## src/rtl/gpio_pkg.sv

```systemverilog
// gpio_pkg: register offsets, decode window sizes and byte-mask helper for the GPIO bank
package gpio_pkg;
  localparam logic [5:0] GPIO_OFF_OUT      = 6'h00;
  localparam logic [5:0] GPIO_OFF_DIR      = 6'h04;
  localparam logic [5:0] GPIO_OFF_IN       = 6'h08;
  localparam logic [5:0] GPIO_OFF_SET      = 6'h0C;
  localparam logic [5:0] GPIO_OFF_CLR      = 6'h10;
  localparam logic [5:0] GPIO_OFF_TOG      = 6'h14;
  localparam logic [5:0] GPIO_OFF_IRQ_EN   = 6'h18;
  localparam logic [5:0] GPIO_OFF_IRQ_PEND = 6'h1C;
  localparam logic [5:0] GPIO_OFF_IRQ_POL  = 6'h20;
  localparam int GPIO_WIN_BYTES     = 32;
  localparam int GPIO_WIN_BYTES_POL = 64;
  function automatic logic [31:0] gpio_mask_bytes(input logic [31:0] data, input logic [3:0] mask);
    logic [31:0] r;
    for (int i = 0; i < 4; i++) r[8*i +: 8] = mask[i] ? data[8*i +: 8] : 8'h00;
    return r;
  endfunction
endpackage

```

## src/rtl/gpio_input_sync.sv

```systemverilog
// gpio_input_sync: pad synchroniser chain, history flop and per-pin edge pulse (pol 0 = rise, 1 = fall)
module gpio_input_sync #(
  parameter int NUM_PINS    = 32,
  parameter int SYNC_STAGES = 2
) (
  input  logic                clk,
  input  logic                reset,
  input  logic [NUM_PINS-1:0] pin_i,
  input  logic [NUM_PINS-1:0] pol_i,
  output logic [NUM_PINS-1:0] sync_o,
  output logic [NUM_PINS-1:0] edge_o
);
  logic [NUM_PINS-1:0] sync_q [SYNC_STAGES];
  logic [NUM_PINS-1:0] sync_d [SYNC_STAGES];
  logic [NUM_PINS-1:0] prev_q, prev_d;
  always_comb begin
    sync_d[0] = pin_i;
    for (int i = 1; i < SYNC_STAGES; i++) sync_d[i] = sync_q[i-1];
    prev_d = sync_q[SYNC_STAGES-1];
  end
  always_ff @(posedge clk) begin
    if (reset) begin
      sync_q <= '{default: '0};
      prev_q <= '0;
    end else begin
      sync_q <= sync_d;
      prev_q <= prev_d;
    end
  end
  assign sync_o = sync_q[SYNC_STAGES-1];
  assign edge_o = (sync_o & ~prev_q & ~pol_i) | (~sync_o & prev_q & pol_i);
endmodule

```

## src/rtl/gpio_bank_controller.sv

```systemverilog
// gpio_bank_controller: memory-mapped GPIO bank with set/clr/tog aliases and edge interrupts
// Define GPIO_IRQ_POLARITY_EN to add the IRQ_POL register at offset 0x20 (64-byte window).
module gpio_bank_controller
  import gpio_pkg::*;
#(
  parameter logic [31:0] BASE_ADDR   = 32'h00000FC0,
  parameter int          NUM_PINS    = 32,
  parameter int          SYNC_STAGES = 2
) (
  input  logic                clk,
  input  logic                reset,
  input  logic [31:0]         riscv_addr,
  input  logic [31:0]         riscv_wdata,
  input  logic [3:0]          riscv_wmask,
  input  logic                riscv_rstrb,
  output logic [31:0]         riscv_rdata,
  input  logic [NUM_PINS-1:0] gpio_in,
  output logic [NUM_PINS-1:0] gpio_out,
  output logic [NUM_PINS-1:0] gpio_oe,
  output logic                irq
);
`ifdef GPIO_IRQ_POLARITY_EN
  localparam int WIN_LSB = $clog2(GPIO_WIN_BYTES_POL);
`else
  localparam int WIN_LSB = $clog2(GPIO_WIN_BYTES);
`endif
  localparam logic [NUM_PINS-1:0] ZERO = '0;
  logic                hit, we;
  logic [5:0]          off;
  logic [31:0]         bm32, wd32, rval, rdata_q, rdata_d;
  logic [NUM_PINS-1:0] bm, wd, sync, edge_p, pol;
  logic [NUM_PINS-1:0] out_q, out_d, dir_q, dir_d, en_q, en_d, pend_q, pend_d;
  gpio_input_sync #(.NUM_PINS(NUM_PINS), .SYNC_STAGES(SYNC_STAGES)) u_sync (
    .clk(clk), .reset(reset), .pin_i(gpio_in), .pol_i(pol), .sync_o(sync), .edge_o(edge_p)
  );
  assign hit  = riscv_addr[31:WIN_LSB] == BASE_ADDR[31:WIN_LSB];
  assign off  = 6'(riscv_addr[WIN_LSB-1:0]) & 6'h3C;
  assign we   = hit && |riscv_wmask;
  assign bm32 = gpio_mask_bytes(32'hFFFF_FFFF, riscv_wmask);
  assign wd32 = gpio_mask_bytes(riscv_wdata, riscv_wmask);
  assign bm   = bm32[NUM_PINS-1:0];
  assign wd   = wd32[NUM_PINS-1:0];
`ifdef GPIO_IRQ_POLARITY_EN
  logic [NUM_PINS-1:0] pol_q, pol_d;
  assign pol_d = (we && off == GPIO_OFF_IRQ_POL) ? (pol_q & ~bm) | wd : pol_q;
  assign pol   = pol_q;
  always_ff @(posedge clk) pol_q <= reset ? ZERO : pol_d;
`else
  assign pol = ZERO;
`endif
  always_comb begin
    out_d = !we                   ? out_q
          : off == GPIO_OFF_OUT   ? (out_q & ~bm) | wd
          : off == GPIO_OFF_SET   ? out_q | wd
          : off == GPIO_OFF_CLR   ? out_q & ~wd
          : off == GPIO_OFF_TOG   ? out_q ^ wd
          : out_q;
    dir_d = (we && off == GPIO_OFF_DIR) ? (dir_q & ~bm) | wd : dir_q;
    en_d  = (we && off == GPIO_OFF_IRQ_EN) ? (en_q & ~bm) | wd : en_q;
    // a fresh edge in the same cycle as a W1C keeps the bit set
    pend_d = (pend_q & ~((we && off == GPIO_OFF_IRQ_PEND) ? wd : ZERO)) | (edge_p & en_q);
    rval = off == GPIO_OFF_OUT      ? 32'(out_q)
         : off == GPIO_OFF_DIR      ? 32'(dir_q)
         : off == GPIO_OFF_IN       ? 32'(sync)
         : off == GPIO_OFF_IRQ_EN   ? 32'(en_q)
         : off == GPIO_OFF_IRQ_PEND ? 32'(pend_q)
`ifdef GPIO_IRQ_POLARITY_EN
         : off == GPIO_OFF_IRQ_POL  ? 32'(pol)
`endif
         : 32'h0;
    rdata_d = riscv_rstrb ? (hit ? rval : 32'h0) : rdata_q;
  end
  always_ff @(posedge clk) begin
    if (reset) begin
      out_q   <= '0;
      dir_q   <= '0;
      en_q    <= '0;
      pend_q  <= '0;
      rdata_q <= '0;
    end else begin
      out_q   <= out_d;
      dir_q   <= dir_d;
      en_q    <= en_d;
      pend_q  <= pend_d;
      rdata_q <= rdata_d;
    end
  end
  assign riscv_rdata = rdata_q;
  assign gpio_out    = out_q;
  assign gpio_oe     = dir_q;
  assign irq         = |(pend_q & en_q);
endmodule
```

## config.mk

```make
export PLATFORM = sky130hd
export DESIGN_NAME = gpio_bank_controller
export DESIGN_NICKNAME = d
export VERILOG_FILES = /design/src/rtl/gpio_pkg.sv /design/src/rtl/gpio_input_sync.sv /design/src/rtl/gpio_bank_controller.sv
export SDC_FILE = /design/constraint.sdc
export NUM_CORES = 1
export LEC_CHECK = 0
export ABC_AREA = 1
export ABC_CLOCK_PERIOD_IN_PS = 2000
export CAP_MARGIN = 20
export CORE_MARGIN = 2
export CORE_UTILIZATION = 56
export CTS_BUF_LIST = sky130_fd_sc_hd__clkbuf_2
export DETAILED_ROUTE_END_ITERATION = 7
export PLACE_DENSITY = 0.79
export SLEW_MARGIN = 20
export SYNTH_ARGS = -nofsm -noshare
export SYNTH_HDL_FRONTEND = slang
export SYNTH_SLANG_ARGS = --single-unit
```

## constraint.sdc

```tcl
create_clock -name clk -period 2 [get_ports clk]
set_input_delay 0.4 -clock clk [delete_from_list [all_inputs] [get_ports clk]]
set_output_delay 0.4 -clock clk [all_outputs]
set_load 0.05 [all_outputs]
```

## Word-level counts from Yosys, hierarchy flattened

Cells that the tools add are included.

- Bits in registers: 256
- Input port bits: 103
- Output and inout port bits: 97
- Word-level logic and storage cells: 62

- Equal/unequal tests: 8
- Muxes and demuxes: 19
- Bitwise logic cells: 18
- Reduce and logical (&&, ||, !) cells: 9

Operator list:

| kind | count |
|---|---|
| 32-bit two-way mux | 11 |
| 32-bit bitwise AND | 8 |
| 32-bit bitwise OR | 5 |
| 32-bit inverter | 4 |
| 8-bit two-way mux | 8 |
| 32-bit OR reduction | 1 |
| 32-bit XOR | 1 |
| 27-bit by 7-bit == test with 1-bit output (second input constant) | 1 |
| 3-bit == test (second input constant) | 4 |
| 3-bit by 2-bit == test with 1-bit output (second input constant) | 2 |
| 6-bit zero test | 1 |
| 1-bit logical AND | 4 |
| 4-bit nonzero test | 1 |
| 4-bit OR reduction | 1 |
| 3-bit by 1-bit == test with 1-bit output (second input constant) | 1 |
| 2-bit AND reduction | 1 |

## Depth between registers and ports, before layout

Gate-level depths: netlist (run 1).

- Depth in word-level cells: 7
- Depth in mapped cells: 12
- Gate-level depth less buffers: 9

## Modules after synthesis

From an unflattened synthesis (run 1), not the netlist that was laid out.

- Cell total of the unflattened synthesis: 2,152
- Area total of the unflattened synthesis: 13,890.8 um2

Modules (own cells, without submodules):

| module | times used | cells each | area each (um2) | seq. area each (um2) |
|---|---|---|---|---|
| gpio_bank_controller | 1 | 1,693 | 10,396.2 | 3,203.1 |
| gpio_input_sync | 1 | 459 | 3,494.6 | 1,921.8 |

## Least setup slack after synthesis (run 1)

No wires, ideal clock.

- Path type: input-to-reg
- Start point: input port riscv_wmask[2]
- End point: register (tool-made name)
- Setup time: 114 ps
- Arrival time: 1,680 ps
- Required time: 1,886 ps
- Path slack: 205 ps
- Stages: 10
- Cells stage by stage: buf_2 > clkbuf_1 > nand2_1 > ha_1 > nand2_1 > nand3_1 > nand3_1 > o21ai_0 > nor2_1 > nor2_1

RTL lines:

| what | line | RTL |
|---|---|---|
| from (decl) | gpio_bank_controller.sv:14 | `input logic [3:0] riscv_wmask,` |

==> flow_metrics.tcl, run 1 <==
set metrics [dict create \
    grt_pass1_wl_mm 62.93 \
    grt.overflow.total 0 \
    violations "setup timing" \
    end_kind "output port" \
    initial_utilization_pct 56.81 \
    leakagePower_nw 8.098 \
    hold_class "primary input to flip-flop" \
    core_um2 23330 \
    final_nets 2445 \
    grt_max_degree 99 \
    fp.dieW_um 157.9 \
    via_count 13860 \
    drtPass1Iterations 7 \
    h-tree-depth 3 \
    cts_made_buffers 68 \
    slew_headroom_pct 66.87 \
    sw_frac_of_total_pct 28.52 \
    p_sw_w 0.002918 \
    ys_ff_latch 256 \
    drc_errors 0 \
    syn_nets 2170 \
    die_area_um2 24920 \
    rsz0062_at_grt "yes" \
    path_class "flip-flop to output port" \
    final_antenna_net_count 0 \
    hold_viol 0 \
    syn_inst 2003 \
    syn2layout_area_growth_pct 26.01 \
    grt_util_all_layers_pct 31.39 \
    period_share_pct 130.2 \
    fmax_ghz 0.3841 \
    path_clk_slew_ps 120 \
    place_ws_ps -355.0 \
    rows 56 \
    yosysTopAreaCell "dfxtp_1" \
    peakVddDrop_mv 0.4971 \
    seq_power_share_pct 50.8 \
    power_density_nw_per_um2 612.4 \
    skew_ps 56.08 \
    setup_viol 1 \
    tightest_slew_ps 496.9 \
    vias_per_cell 5.238 \
    power_frac_comb_pct 11.2 \
    cts-root-buf "clkbuf_2" \
    mappedNetlistArea_um2 13260 \
    drv_cap 0 \
    required_ps 1600 \
    stdcell_count 2647 \
    clkLatencyLatePin_ps 830 \
    dp_hpwl_mm 27.55 \
    place_inst 2525 \
    worstPathMaxFanout 2 \
    avgRoutedWirePerCell_um 14.89 \
    ys_types 30 \
    fin_ws_ps -603.8 \
    arrival_ps 2200 \
    cts.sinks 256 \
    wl_mm 39.42 \
    final_core_utilization_pct 71.58 \
    grt_antenna_before_repair 1 \
    outcome "finished, violations left" \
    clockPowerShare_pct 38.0 \
    num_io_pins 200 \
    p_int_w 0.007311 \
    port_buffers 197 \
    yosysWarnings 0 \
    grt_pass1_vias 13220 \
    synth_top_cell_area_share_pct 38.66 \
    slew_violations 0 \
    clk_path_buf_depth 3 \
    start_kind "flip-flop" \
    synth_area_leaders "dfxtp_1 39%, nand2_1 16%, inv_1 8.6%" \
    finalCriticalPeriod_ps 2604 \
    syn_area_per_cell_um2 6.618 \
    tritoncts "built" \
    gp_congestion 0.8756 \
    seq_area_frac_synth_pct 38.66 \
    drive_above_1_share_pct 15.60 \
    floorplan.die.height_um 157.9 \
    drt-initial-drc-count 1013 \
]
[cell families after synthesis]
group,after synthesis,share of synthesized area [%]
and+or+nand+nor,1123,37.25
buffers and inverters,419,12.42
DFF,256,38.66
AOI/OAI and AO/OA,141,5.626
adders and majority gates,64,6.041
[path summary, 6_finish.rpt]
kind	from	to	slack (ps)	cells after the start
setup / recovery	flip-flop	irq	-600	7
hold reg to reg	u_sync.sync_d[24]$_SDFF_PP0_	u_sync.sync_o[24]$_SDFF_PP0_	400	2
hold / removal	gpio_in[11]	u_sync.sync_d[11]$_SDFF_PP0_	80	3
setup reg to reg	flip-flop	flip-flop	600	8
[routing by layer]
layer  share of wire, %  global-route usage [%]  vias to the layer above
met4                2.7                   13.38                        0
met3                8.2                   5.557                       98
met2                 48                   54.62                      626
li1                   -                       -                     6825
met1                 41                   38.09                     6315
met5                  0                       0                        -
[timing repair]
| item | 4_1_cts | 5_1_grt |
|---|---|---|
| endpoints found under the setup margin | 85 | 17 |
| pin swaps | 4 | 6 |
| resized for setup | 392 | 30 |
| endpoints found under the hold margin | 7 | 0 |
| hold buffers | 1 | 0 |
| setup buffers | 1 | 0 |
[layout make-up]
type / count / area [um2]
Clock inverter: 26 / 181.4
Timing Repair Buffer: 316 / 2816
Antenna cell: 1 / 2.502
Fill cell: 1996 / 6630
Clock buffer: 93 / 465.4
Inverter: 308 / 1156
Multi-Input combinational cell: 1328 / 6554
Sequential cell: 256 / 5127
Tap cell: 319 / 399.1
[metrics by stage]
stage / cell area (um2) / setup TNS (ps) / total power [W] / hold WS [ps]
2_1_floorplan: 13260 / 0 / 0.005874 / 388.3
3_3_place_gp: 16330 / -34600 / 0.006409 / 388.8
3_5_place_dp: 16330 / -39270 / 0.006439 / 394.3
4_1_cts: 16730 / -650.1 / 0.01030 / 3.371
5_1_grt: 16700 / -665.6 / 0.01070 / 43.78
6_report: 16700 / -603.8 / 0.01023 / 83.79
[critical path, cell delays in order (launching register included)]
cell      delay [ps]
dfxtp_2          350
nand2_2           60
nand2_2           80
a221oi_4         220
nand4_1          210
nor2_1           170
nand2_2          100
buf_8            160
[synthesized netlist by cell type]
master and number:
a21oi_1 98, a221oi_1 3, a22o_1 5, buf_1 17, buf_2 35, buf_4 6, buf_6 1, clkbuf_1 52
dfxtp_1 256, ha_1 64, inv_1 303, inv_2 5, nand2_1 559, nand3_1 115, nand3_2 2, nand4_1 115
nand4_2 8, nand4_4 5, nor2_1 295, nor2_2 2, nor2_4 2, nor3_1 1, nor3_2 2, nor3_4 1
nor3b_1 12, nor3b_2 3, o21ai_0 26, o21ai_1 1, o22ai_1 8, or2_2 1
[power by group through the flow]
stage                     Sequential, W  Combinational [W]  Clock, W
after global routing            0.00521            0.00125   0.00424
after global placement          0.00532            0.00109         0
after floorplan                 0.00531           0.000566         0
final                           0.00520            0.00114   0.00388
after CTS                       0.00520            0.00113   0.00397
after detailed placement        0.00532            0.00112         0
[cells in the final DEF (no fill, tap or decap), types with 26 or more instances in the layout]
master             n
nand2_1          553
nand3_1          115
nand4_1          115
clkbuf_2          93
buf_2             70
ha_1              64
clkdlybuf4s50_1   98
buf_4            106
dfxtp_1          254
inv_1            303
a21oi_1           97
buf_12            26
nor2_1           293
(Power assumes the default switching activity.)
==> run 2, diff against run 1 <==
CORE_UTILIZATION = 50   (was 56)
PLACE_DENSITY = 0.72   (was 0.79)
==> run 2 against run 1 <==
The flow still finishes with violations (setup timing). Register-to-register slack worse by 20 ps. Setup slack improved by 2.4 ps. Global-route usage is 3.3 points lower. Critical path depth stayed put. Wire length rose by 0.55%. Die area grew 12%. Critical path type unchanged. Critical endpoint unchanged.
==> flow_metrics.tcl, run 2 (synthesized netlist as in run 1, its figures left out) <==
set metrics [dict create \
    outcome "finished, violations left" \
    violations "setup timing" \
    final_nets 2457 \
    sw_frac_of_total_pct 28.77 \
    required_ps 1600 \
    tritoncts "built" \
    clockPowerShare_pct 37.2 \
    end_kind "output port" \
    p_sw_w 0.002903 \
    drtPass1Iterations 7 \
    placed_cell_area_um2 16240 \
    slew_headroom_pct 53.86 \
    die_area_um2 27830 \
    fin_ws_ps -601.4 \
    hold_viol 0 \
    start_kind "flip-flop" \
    setup_viol 1 \
    grt_pass1_wl_mm 64.23 \
    max_stage_delay_ps 330 \
    grt_pass1_vias 13040 \
    crit_top_cell "nand2_2" \
    avgRoutedWirePerCell_um 14.83 \
    grt_max_degree 64 \
    fill_cells 2401 \
    worstPathMaxFanout 2 \
    drt-initial-drc-count 1068 \
    cts.sinks 256 \
    wl_mm 39.63 \
    fp.dieW_um 166.8 \
    syn2layout_area_growth_pct 26.56 \
    cts_made_buffers 71 \
    seq_power_share_pct 51.5 \
    cts-root-buf "clkbuf_2" \
    path_clk_slew_ps 90 \
    drc_errors 0 \
    cp_top_family "simple AND/OR/NAND/NOR gates" \
    leakagePower_nw 8.130 \
    drv_cap 0 \
    core_um2 26060 \
    via_count 13780 \
    drive_above_1_share_pct 16.27 \
    rsz0062_at_grt "yes" \
    final_common_cell "nand2_1" \
    fin_area_um2 16780 \
    rows 59 \
    final_antenna_net_count 0 \
    fmax_ghz 0.3844 \
    finalCriticalPeriod_ps 2601 \
    hold_class "primary input to flip-flop" \
    floorplan.die.height_um 166.8 \
    path_cells "nand2_1 -> nand2_2 -> a221oi_4 -> nand4_1 -> nor2_1 -> nand2_2 -> buf_8" \
    grt_antenna_before_repair 1 \
    num_io_pins 200 \
    arrival_ps 2200 \
    dp_hpwl_mm 27.78 \
    place_inst 2539 \
    tightest_slew_ps 692.2 \
    gp_congestion 0.8816 \
    grt_util_all_layers_pct 28.07 \
    slew_violations 0 \
    power_frac_comb_pct 11.3 \
    period_share_pct 130.1 \
    h-tree-depth 3 \
    worst-path-buf-inv 1 \
    path_class "flip-flop to output port" \
    grt.overflow.total 0 \
    clk_path_buf_depth 3 \
    slowest_stage "dfxtp_2" \
    clkLatencyLatePin_ps 860 \
    power_density_nw_per_um2 601.5 \
    initial_utilization_pct 50.87 \
    skew_ps 56.19 \
    layout_common_cells "553 x nand2_1, 302 x inv_1, 293 x nor2_1, 251 x dfxtp_1, 133 x buf_4" \
    port_buffers 197 \
    peakVddDrop_mv 0.4610 \
    stdcell_count 2672 \
    p_int_w 0.007187 \
    vias_per_cell 5.157 \
]
==> run 2: cell types whose count changed in the layout (fill, tap and decap cells not counted), moves of 5 or more <==
cell and change:
dlygate4sd3_1 +7, clkbuf_2 +12, clkinv_1 -11, buf_12 -5, buf_4 +27, buf_2 -22
==> run 2: repair_timing <==
action / in CTS / in global routing
hold endpoints to repair: 11 / 0
gates resized for setup: 358 / 22
hold buffers: 8 / 0
endpoints found under the setup margin: 72 / 15
cloned: 0 / 0
buffers inserted: 5 / 0
pin swaps: 8 / 4
==> run 2: area by class of cell <==
| cell class | count | area (um2) | share of cell area (%) |
|---|---|---|---|
| Antenna cell | 1 | 2.502 | 0.01492 |
| Inverter | 308 | 1156 | 6.891 |
| Multi-Input combinational cell | 1328 | 6560 | 39.10 |
| Clock buffer | 105 | 525.5 | 3.132 |
| Tap cell | 335 | 419.2 | 2.499 |
| Timing Repair Buffer | 325 | 2884 | 17.19 |
| Sequential cell | 256 | 5131 | 30.59 |
| Clock inverter | 14 | 97.59 | 0.5817 |
==> run 2: power by group through the flow <==
stage	logic (W)	registers, W	clock network (W)
floorplan	0.000566	0.00531	0
global placement	0.00109	0.00532	0
detailed placement	0.00111	0.00532	0
CTS	0.00113	0.00520	0.00387
global route	0.00125	0.00521	0.00414
finish	0.00114	0.00520	0.00375
==> run 2: worst register-to-register path, delay by kind of cell, from the launching register on <==
kind / cells / cell delay, ps
DFF: 1 / 440
and+or+nand+nor: 5 / 380
adders and majority gates: 1 / 300
buffers and inverters: 1 / 110
AOI/OAI and AO/OA: 1 / 80
==> run 2: metrics by stage <==
step / total power [W] / hold slack [ps] / setup WS, ps / TNS (ps) / utilization (%)
6_report: 0.01009 / 56.57 / -601.4 / -601.4 / 64.38
5_1_grt: 0.01061 / 26.45 / -675.3 / -675.3 / 64.38
4_1_cts: 0.01020 / 1.960 / -639.6 / -639.6 / 64.34
3_5_place_dp: 0.006430 / 392.2 / -328.4 / -34080 / 62.33
3_3_place_gp: 0.006411 / 389.0 / -280.1 / -29850 / 62.33
2_1_floorplan: 0.005874 / 388.3 / 205.3 / 0 / -
==> run 2: final timing paths <==
check / cells past startpoint / endpoint / start / slack, ps
setup reg to reg: 8 / flip-flop / flip-flop / 580
hold / removal: 3 / u_sync.sync_d[31]$_SDFF_PP0_ / gpio_in[31] / 60
hold reg to reg: 2 / u_sync.sync_o[11]$_SDFF_PP0_ / u_sync.sync_d[11]$_SDFF_PP0_ / 400
setup / recovery: 7 / irq / pend_q[2]$_SDFF_PP0_ / -600
==> run 2: per-layer routing <==
metal / wire length (um) / vias to the layer above / global-route usage, %
met2: 18920 / 585 / 47.45
met4: 1365 / 0 / 12.67
met5: 0 / - / 0
li1: - / 6841 / -
met1: 16210 / 6258 / 34.90
met3: 3138 / 96 / 5.062
==> run 3, diff against run 2 <==
ABC_CLOCK_PERIOD_IN_PS = 2400   (was 2000)
MAX_ROUTING_LAYER = met4   (was default)
SETUP_SLACK_MARGIN = 0.1   (was default)
clock period = 2.4 ns   (was 2 ns; I/O delays follow)
==> run 3 against run 2 <==
The run still ends with setup timing left. Clock skew is 8.2 ps higher. Flip-flop and latch count stayed put. Setup slack better by 370 ps. Wire length is 1.3% lower. Die area stayed put. Global-route usage is 0.48 points higher. Sequential share of layout area is 0.59 points higher. First-iteration DRC count is 5.1% lower. Worst hold slack better by 93 ps.
==> flow_metrics.tcl, run 3 (synthesized netlist as in run 1, its figures left out) <==
set metrics [dict create \
    grt_max_degree 132 \
    drt-initial-drc-count 1014 \
    arrival_ps 2150 \
    path_clk_slew_ps 100 \
    worstPathMaxFanout 2 \
    end_kind "output port" \
    path_class "flip-flop to output port" \
    floorplan.die.height_um 166.8 \
    hold_viol 0 \
    drive_above_1_share_pct 10.77 \
    syn2layout_area_growth_pct 24.13 \
    wl_mm 39.12 \
    clk_path_buf_depth 3 \
    grt_antenna_before_repair 1 \
    slew_violations 0 \
    layout_common_cells "553 x nand2_1, 302 x inv_1, 293 x nor2_1, 252 x dfxtp_1, 118 x clkbuf_2" \
    p_sw_w 0.002386 \
    sw_frac_of_total_pct 28.49 \
    gp_congestion 0.8932 \
    die_area_um2 27830 \
    grt_pass1_vias 12900 \
    cts.sinks 256 \
    grt.overflow.total 0 \
    drtPass1Iterations 5 \
    clkLatencyLatePin_ps 840 \
    grt_util_all_layers_pct 28.55 \
    drc_errors 0 \
    final_nets 2396 \
    finalCriticalPeriod_ps 2628 \
    slowest_stage "dfxtp_2" \
    rsz0062_at_grt "yes" \
    fmax_ghz 0.3805 \
    tritoncts "built" \
    skew_ps 64.42 \
    fp.dieW_um 166.8 \
    final_antenna_net_count 0 \
    rows 59 \
    leakagePower_nw 7.941 \
    worst-path-buf-inv 1 \
    p_int_w 0.005990 \
    initial_utilization_pct 50.87 \
    setup_viol 1 \
    slew_headroom_pct 52.74 \
    path_cells "nand2_2 -> nand2_2 -> a221oi_2 -> nand4_1 -> nor2_1 -> nand2_2 -> buf_8" \
    required_ps 1920 \
    hold_ws_ps 149.4 \
    fin_ws_ps -227.9 \
    core_um2 26060 \
    crit_top_cell "nand2_2" \
    power_frac_comb_pct 10.6 \
    h-tree-depth 3 \
    cp_top_family "simple AND/OR/NAND/NOR gates" \
    clockPowerShare_pct 37.6 \
    avgRoutedWirePerCell_um 14.99 \
    max_stage_delay_ps 340 \
    fill_cells 2437 \
    power_density_nw_per_um2 509.1 \
    cts-root-buf "clkbuf_2" \
    peakVddDrop_mv 0.3509 \
    outcome "finished, violations left" \
    hold_class "primary input to flip-flop" \
    start_kind "flip-flop" \
    num_io_pins 200 \
    dp_hpwl_mm 26.47 \
    grt_pass1_wl_mm 63.42 \
    final_common_cell "nand2_1" \
    port_buffers 197 \
    violations "setup timing" \
    period_share_pct 109.5 \
    vias_per_cell 5.125 \
    tightest_slew_ps 708.9 \
    cts_made_buffers 71 \
    drv_cap 0 \
    via_count 13380 \
    final_core_utilization_pct 63.14 \
    seq_power_share_pct 51.7 \
]
run 3: cell types whose count changed in the layout (fill, tap and decap cells not counted), sizes merged:
cell / delta
dlygate4sd2: +53
bufinv: +1
clkinv: +6
clkinvlp: -1
clkdlybuf4s18: -3
clkdlybuf4s15: +21
dlygate4sd3: -7
inv: -2
clkbuf: +6
buf: -136
run 3: path summary, 6_finish.rpt:
kind                                start  slack (ps)  cells past startpoint                      endpoint
min reg2reg  u_sync.sync_d[20]$_SDFF_PP0_         370                      2  u_sync.sync_o[20]$_SDFF_PP0_
max reg2reg                     flip-flop         980                      8                     flip-flop
max                             flip-flop        -230                      7                           irq
min                           gpio_in[16]         150                      3  u_sync.sync_d[16]$_SDFF_PP0_
run 3: through the flow:
step	setup TNS, ps	instance area (um2)	power (W)	worst slack, ps	cells
final	-227.9	16450	0.008376	-227.9	2610
after global routing	-360.9	16450	0.008769	-360.9	2610
after CTS	-265.5	16500	0.008441	-265.5	2608
after detailed placement	-1400	15880	0.005306	-65.00	2485
after global placement	-172.2	15880	0.005289	-26.29	2485
after floorplan	0	13260	0.004895	525.3	2003
run 3: worst register-to-register path: stages, from the launching register on:
cell and delay [ps]:
dfxtp_1 450, inv_1 120, ha_1 300, nand2_1 70
nand3_1 60, nand3_1 70, o21ai_0 80, nor2_1 110
nor2_1 60
run 3: per-layer routing:
layer / part of all wire, % / global-route usage, % / vias up
met5: 0 / - / -
met4: 3.2 / 11.54 / 0
met3: 6.8 / 5.442 / 112
met2: 47 / 46.77 / 483
met1: 43 / 34.62 / 6053
li1: - / - / 6729
run 3: power groups by stage:
stage / Clock, W / Combinational [W] / Sequential [W]
5_1_grt: 0.00345 / 0.000981 / 0.00434
2_1_floorplan: 0 / 0.000472 / 0.00442
3_5_place_dp: 0 / 0.000874 / 0.00443
3_3_place_gp: 0 / 0.000858 / 0.00443
6_report: 0.00315 / 0.000890 / 0.00433
4_1_cts: 0.00323 / 0.000881 / 0.00433
run 3: area by class of cell:
class                           count  area, um2  share of cell area (%)
Timing Repair Buffer              264       2572                   15.63
Clock inverter                     18      128.9                  0.7833
Inverter                          308       1156                   7.027
Tap cell                          335      419.2                   2.548
Multi-Input combinational cell   1328       6544                   39.77
Sequential cell                   256       5130                   31.18
Antenna cell                        1      2.502                 0.01521
Clock buffer                      100      500.5                   3.042
run 3: what timing repair did:
item | CTS | global route
endpoints found under the setup margin | 97 | 37
setup buffers | 4 | 1
pin swaps | 8 | 4
hold endpoints to repair | 23 | 0
gates resized for setup | 135 | 45
hold buffers | 1 | 0
